### src/rtl/xform_link_sequencer.sv
// Walks the xgen banks one link at a time, captures each 15-word xform and streams it out.
// Define XFORM_SEQ_REVERSE_EN for backward-pass order (NUM_LINKS down to 1).
module xform_link_sequencer #(
  parameter int unsigned WIDTH        = 32,
  parameter int unsigned DECIMAL_BITS = 16,
  parameter int unsigned NUM_LINKS    = 7,
  parameter int unsigned LINK_W       = 3,
  parameter int unsigned XGEN_LAT     = 1
) (
  input  logic                clk,
  input  logic                reset,
  input  logic                start,
  output logic                busy,
  output logic                done,
  input  logic                trig_valid,
  output logic                trig_ready,
  input  logic [WIDTH-1:0]    sinq_in,
  input  logic [WIDTH-1:0]    cosq_in,
  output logic [LINK_W-1:0]   link_sel,
  output logic [WIDTH-1:0]    sinq_out,
  output logic [WIDTH-1:0]    cosq_out,
  input  logic [15*WIDTH-1:0] xform_in,
  output logic [15*WIDTH-1:0] xform_out,
  output logic [LINK_W-1:0]   xform_link,
  output logic                xform_valid,
  input  logic                xform_ready
);

  localparam int unsigned CNT_W = (XGEN_LAT > 1) ? $clog2(XGEN_LAT) : 1;

`ifdef XFORM_SEQ_REVERSE_EN
  localparam logic [LINK_W-1:0] FirstLink = LINK_W'(NUM_LINKS);
  localparam logic [LINK_W-1:0] LastLink  = LINK_W'(1);
`else
  localparam logic [LINK_W-1:0] FirstLink = LINK_W'(1);
  localparam logic [LINK_W-1:0] LastLink  = LINK_W'(NUM_LINKS);
`endif

  if (XGEN_LAT < 1) begin : g_bad_lat
    $error("XGEN_LAT must be at least 1");
  end
  if ((1 << LINK_W) <= NUM_LINKS) begin : g_bad_link_w
    $error("LINK_W too narrow for NUM_LINKS");
  end
  if (DECIMAL_BITS >= WIDTH) begin : g_bad_frac
    $error("DECIMAL_BITS must be below WIDTH");
  end

  typedef enum logic [2:0] {StIdle, StIssue, StWait, StEmit, StFin} state_e;

  state_e               state_q, state_d;
  logic [LINK_W-1:0]    link_q, link_d;
  logic [CNT_W-1:0]     cnt_q, cnt_d;
  logic [WIDTH-1:0]     sin_q, sin_d, cos_q, cos_d;
  logic [15*WIDTH-1:0]  xf_q, xf_d;
  logic [LINK_W-1:0]    xlink_q, xlink_d;
  logic [LINK_W-1:0]    sel_q, sel_d;

  always_ff @(posedge clk or posedge reset) begin
    if (reset) begin
      state_q <= StIdle;
      link_q  <= '0;
      cnt_q   <= '0;
      sin_q   <= '0;
      cos_q   <= '0;
      xf_q    <= '0;
      xlink_q <= '0;
      sel_q   <= '0;
    end else begin
      state_q <= state_d;
      link_q  <= link_d;
      cnt_q   <= cnt_d;
      sin_q   <= sin_d;
      cos_q   <= cos_d;
      xf_q    <= xf_d;
      xlink_q <= xlink_d;
      sel_q   <= sel_d;
    end
  end

  always_comb begin
    state_d = state_q;
    link_d  = link_q;
    cnt_d   = cnt_q;
    sin_d   = sin_q;
    cos_d   = cos_q;
    xf_d    = xf_q;
    xlink_d = xlink_q;
    sel_d   = sel_q;
    unique case (state_q)
      StIdle: begin
        if (start) begin
          state_d = StIssue;
          link_d  = FirstLink;
        end
      end
      StIssue: begin
        if (trig_valid) begin
          sin_d   = sinq_in;
          cos_d   = cosq_in;
          sel_d   = link_q;
          cnt_d   = CNT_W'(XGEN_LAT - 1);
          state_d = StWait;
        end
      end
      StWait: begin
        if (cnt_q == '0) begin
          xf_d    = xform_in;
          xlink_d = link_q;
          state_d = StEmit;
        end else begin
          cnt_d = cnt_q - 1'b1;
        end
      end
      StEmit: begin
        if (xform_ready) begin
          if (link_q == LastLink) begin
            state_d = StFin;
            sel_d   = '0;
          end else begin
`ifdef XFORM_SEQ_REVERSE_EN
            link_d  = link_q - 1'b1;
`else
            link_d  = link_q + 1'b1;
`endif
            state_d = StIssue;
          end
        end
      end
      StFin:   state_d = StIdle;
      default: state_d = StIdle;
    endcase
  end

  // Status outputs decode straight from state so reset clears them asynchronously.
  assign busy        = (state_q == StIssue) || (state_q == StWait) || (state_q == StEmit);
  assign done        = (state_q == StFin);
  assign trig_ready  = (state_q == StIssue);
  assign xform_valid = (state_q == StEmit);
  assign link_sel    = sel_q;
  assign sinq_out    = sin_q;
  assign cosq_out    = cos_q;
  assign xform_out   = xf_q;
  assign xform_link  = xlink_q;

endmodule

### config.mk
export PLATFORM = sky130hd
export DESIGN_NAME = xform_link_sequencer
export DESIGN_NICKNAME = d
export VERILOG_FILES = /design/src/rtl/xform_link_sequencer.sv
export SDC_FILE = /design/constraint.sdc
export NUM_CORES = 1
export LEC_CHECK = 0
export BUFFER_PORTS_ARGS = -buffer_cell sky130_fd_sc_hd__buf_4
export CAP_MARGIN = 20
export CELL_PAD_IN_SITES_DETAIL_PLACEMENT = 0
export CELL_PAD_IN_SITES_GLOBAL_PLACEMENT = 1
export CORE_AREA = 2 2 432 434
export CTS_CLUSTER_DIAMETER = 100
export DETAILED_ROUTE_END_ITERATION = 7
export DIE_AREA = 0 0 434 436
export GPL_ROUTABILITY_DRIVEN = 0
export PLACE_DENSITY_LB_ADDON = 0.05
export SYNTH_ARGS = -nofsm -noshare
export SYNTH_HDL_FRONTEND = slang
export SYNTH_SLANG_ARGS = --single-unit
### constraint.sdc
create_clock -name clk -period 22.4 [get_ports clk]
set_clock_uncertainty 0.1 [all_clocks]
set_input_delay 2.24 -clock clk [delete_from_list [all_inputs] [get_ports clk]]
set_output_delay 2.24 -clock clk [all_outputs]
set_load 0.01 [all_outputs]
==> results.toml <==
[clock_network]
number_of_buffers_inserted_for_hold_repair_after_clock_tree_synthesis = 0
clkSinkCount = 556
root_buffer = "sky130_fd_sc_hd__clkbuf_16"
clk_path_buf_depth = 3
number_of_buffers_created_by_cts = 83
path_clk_slew_ps = 50
clock_latency_ps = 680
post_cts.resized_instances = 0
cts-htree-levels = 3
post_cts_setup_bufs = 0
cts_tree = "yes"

[global_route]
grt_util_all_layers_pct = 11.1
grt_start_max_net_pins = 147
via_count_of_the_first_global_routing_pass = 16200
grt_pass1_wl_mm = 144
antenna_found_initial = 34
overflow_after_grt = 0

[synth]
ffs_latches_synth = 556
synth.net_count = 1751
ys_warn_count = 0
synthArstFlopShare_pct = 100
netlist.top_cell.by_area = "sky130_fd_sc_hd__dfrtp_1"
syn_avg_cell_area_um2 = 17.4
post-synth-top-count-cell = "sky130_fd_sc_hd__dfrtp_1"
yosys-top-cells-area = "sky130_fd_sc_hd__dfrtp_1 (66%), sky130_fd_sc_hd__mux2_2 (29%), sky130_fd_sc_hd__buf_6 (2.5%)"
synth_edf_count = 0
synthesis.instances = 1200
synthDominantCellAreaShare_pct = 66.5
synth_commonest_cells = "sky130_fd_sc_hd__dfrtp_1 (556), sky130_fd_sc_hd__mux2_2 (545), sky130_fd_sc_hd__buf_6 (47)"
yosysSeqAreaShare_pct = 66.5
syn_area_um2 = 20900
netlist-cell-type-count = 24
synth-main-ff-cell = "sky130_fd_sc_hd__dfrtp_1"

[pwr]
vdd_ir_drop_max_uv = 64.9
total_leakage_power_nw = 15.5
power-per-cell-area_nw_per_um2 = 157

[placement]
dp.final_hpwl_mm = 85.9
number_of_cells_after_detailed_placement = 4735
buffer_ports.inserted = 1102

[sta]
worst-slew-pin-transition_ps = 1150
final_setup_violating_endpoints = 0
slew-limit-headroom_pct = 23.2
timing.final.max_slew_violations = 0
layout_min_cycle_time_ps = 5440
fin_worst_hold_slack_ps = 392
final_hold_viol_count = 0
fmaxAchievable_mhz = 184
post-route-period-util_pct = 24.3
fin_setup_tns_ps = 0
setup_repair_after_global_routing_missed_its_margin = "no"

[worst_setup_path]
rrSetupSlack_ps = 17340
cp_data_required_time_ps = 23000
path_max_fanout = 110
r2r-start = "state_q[1]$_DFFE_PP0P_"
worstSetupEndpointType = "async pin"
timing.setup.critical_path_class = "in2async"
reg2regPathDepth = 6
critical_path.startpoint_type = "input pin"
worst_endpoint_data_arrival_time_ps = 6040
r2r_end = "xform_out[165]$_DFFE_PP0N_"

[hold_path]
hold_class = "reg2reg"
min_delay_path_depth = 1
min_to = "cosq_out[1]$_DFFE_PP0P_"
hp-start = "cosq_out[1]$_DFFE_PP0P_"

[detailed_routing]
num_vias = 14900
route.final.wire_length_mm = 109
drc_errors = 0
drt_first_iter_violations = 376
drt_pass1_iterations = 4
detail_route.wl_per_cell_um = 22.2
route.detailed.vias_per_inst = 3.05
route.antenna.remaining_nets = 0

[run_status]
result_of_the_run = "complete, no violations"

[layout]
num-fill-cells = 20300
areaGrowthSynthToFinish_pct = 65.5
final_core_util_pct = 18.8
drive_above_1_share_pct = 74.6
instances_no_fill = 4893
final_nets = 2893

[floorplan]
die_width_um = 434
starting_density_of_the_core_pct = 11.3
design.core.area_um2 = 185000
die_area_um2 = 189000
y_dimension_of_the_die_um = 436
io_pins = 1103
rows = 158

[job]
drv.max_cap_violation_count = 0
placed cells by master (no fill, tap or decap):
cell                        netlist  layout
sky130_fd_sc_hd__clkinv_8         0       1
sky130_fd_sc_hd__nor3b_4          0       1
sky130_fd_sc_hd__and2_4           0       1
sky130_fd_sc_hd__a22o_1           5       5
sky130_fd_sc_hd__clkbuf_8         0      21
sky130_fd_sc_hd__bufinv_16        0       5
sky130_fd_sc_hd__nor3b_1          1       1
sky130_fd_sc_hd__mux2_1           2       2
sky130_fd_sc_hd__inv_8            0       1
sky130_fd_sc_hd__nor2b_1          2       2
sky130_fd_sc_hd__nand2b_1         1       1
sky130_fd_sc_hd__diode_2          0       6
sky130_fd_sc_hd__and2_1           2       1
sky130_fd_sc_hd__nor3_1           3       3
sky130_fd_sc_hd__nand2_1          2       2
sky130_fd_sc_hd__o21ai_0          3       3
sky130_fd_sc_hd__buf_4            9    1117
sky130_fd_sc_hd__o311a_1          1       1
sky130_fd_sc_hd__buf_12           0       1
sky130_fd_sc_hd__buf_16           0       2
sky130_fd_sc_hd__ha_1             2       2
sky130_fd_sc_hd__a22oi_1          1       1
sky130_fd_sc_hd__clkinv_2         0      10
sky130_fd_sc_hd__and3_1           1       1
sky130_fd_sc_hd__inv_6            0       6
sky130_fd_sc_hd__mux2_2         545     545
sky130_fd_sc_hd__mux2i_1          1       1
sky130_fd_sc_hd__dfrtp_1        556     556
sky130_fd_sc_hd__clkbuf_1         2      22
sky130_fd_sc_hd__and4b_1          1       1
sky130_fd_sc_hd__clkbuf_16        0      84
sky130_fd_sc_hd__inv_1            3       2
sky130_fd_sc_hd__nor2_1           4       4
sky130_fd_sc_hd__clkinv_4         0       1
worst max path at each step:
stage | startpoint | end | slack (ps) | depth (start not counted)
2_1_floorplan | reset | cosq_out[0]$_DFFE_PP0P_ | 4510 | 1
3_3_place_gp | reset | xform_out[301]$_DFFE_PP0N_ | 15740 | 6
4_1_cts | reset | xform_out[355]$_DFFE_PP0N_ | 16450 | 6
5_1_grt | reset | xform_out[312]$_DFFE_PP0N_ | 16330 | 6
3_5_place_dp | reset | xform_out[355]$_DFFE_PP0N_ | 15650 | 6
6_report | reset | xform_out[316]$_DFFE_PP0N_ | 16960 | 6
per-stage QoR:
step,instance area (um^2),setup WS [ps],total power [W]
global placement,31800,15740,0.00420
finish,34600,16960,0.00544
floorplan,20900,4510,0.00286
detailed placement,31800,15650,0.00421
global route,34600,16330,0.00579
CTS,34600,16450,0.00562
final cells by class:
cell class | count | area (um^2) | area share [%]
timing repair buffer | 1120 | 8460 | 24.4
multi-input combinational | 578 | 6380 | 18.4
clock inverter | 23 | 278 | 0.802
inverter | 3 | 18.8 | 0.0542
clock buffer | 127 | 2470 | 7.14
sequential | 556 | 13900 | 40.2
tap | 2480 | 3100 | 8.96
antenna | 6 | 15.0 | 0.0433
critical path, stage by stage:
cell,delay [ps]
sky130_fd_sc_hd__buf_4,130
sky130_fd_sc_hd__inv_8,590
sky130_fd_sc_hd__buf_4,700
sky130_fd_sc_hd__buf_4,690
sky130_fd_sc_hd__buf_4,720
sky130_fd_sc_hd__buf_4,770
power breakdown:
part | total [W] | switching, W | internal, W
sequential | 0.00180 | 0.000275 | 0.00153
combinational | 0.00229 | 0.00106 | 0.00123
clock | 0.00134 | 0.000528 | 0.000816
total | 0.00544 | 0.00186 | 0.00358
sequential cells by signal, indices dropped and copies added, names as in the netlist:
name        cells
xform_link      3
state_q         3
sinq_out       32
xform_out     480
link_sel        3
cosq_out       32
link_q          3
routing by layer:
layer	up-vias	routed length, um	GRT usage, %
met5	-	229	0
met4	34	2160	2.55
met3	163	13100	6.18
met2	662	60400	21.6
met1	7516	32700	9.71
li1	6567	-	-
cell families after synthesis:
logic type | Yosys count | synth area share [%]
AOI/OAI and AO/OA | 10 | 0.365
adders and majority gates | 2 | 0.120
buffers and inverters | 66 | 3.06
DFF | 556 | 66.5
muxes | 548 | 29.5
and+or+nand+nor | 18 | 0.502
No activity file was read; power rests on OpenSTA's default activity.
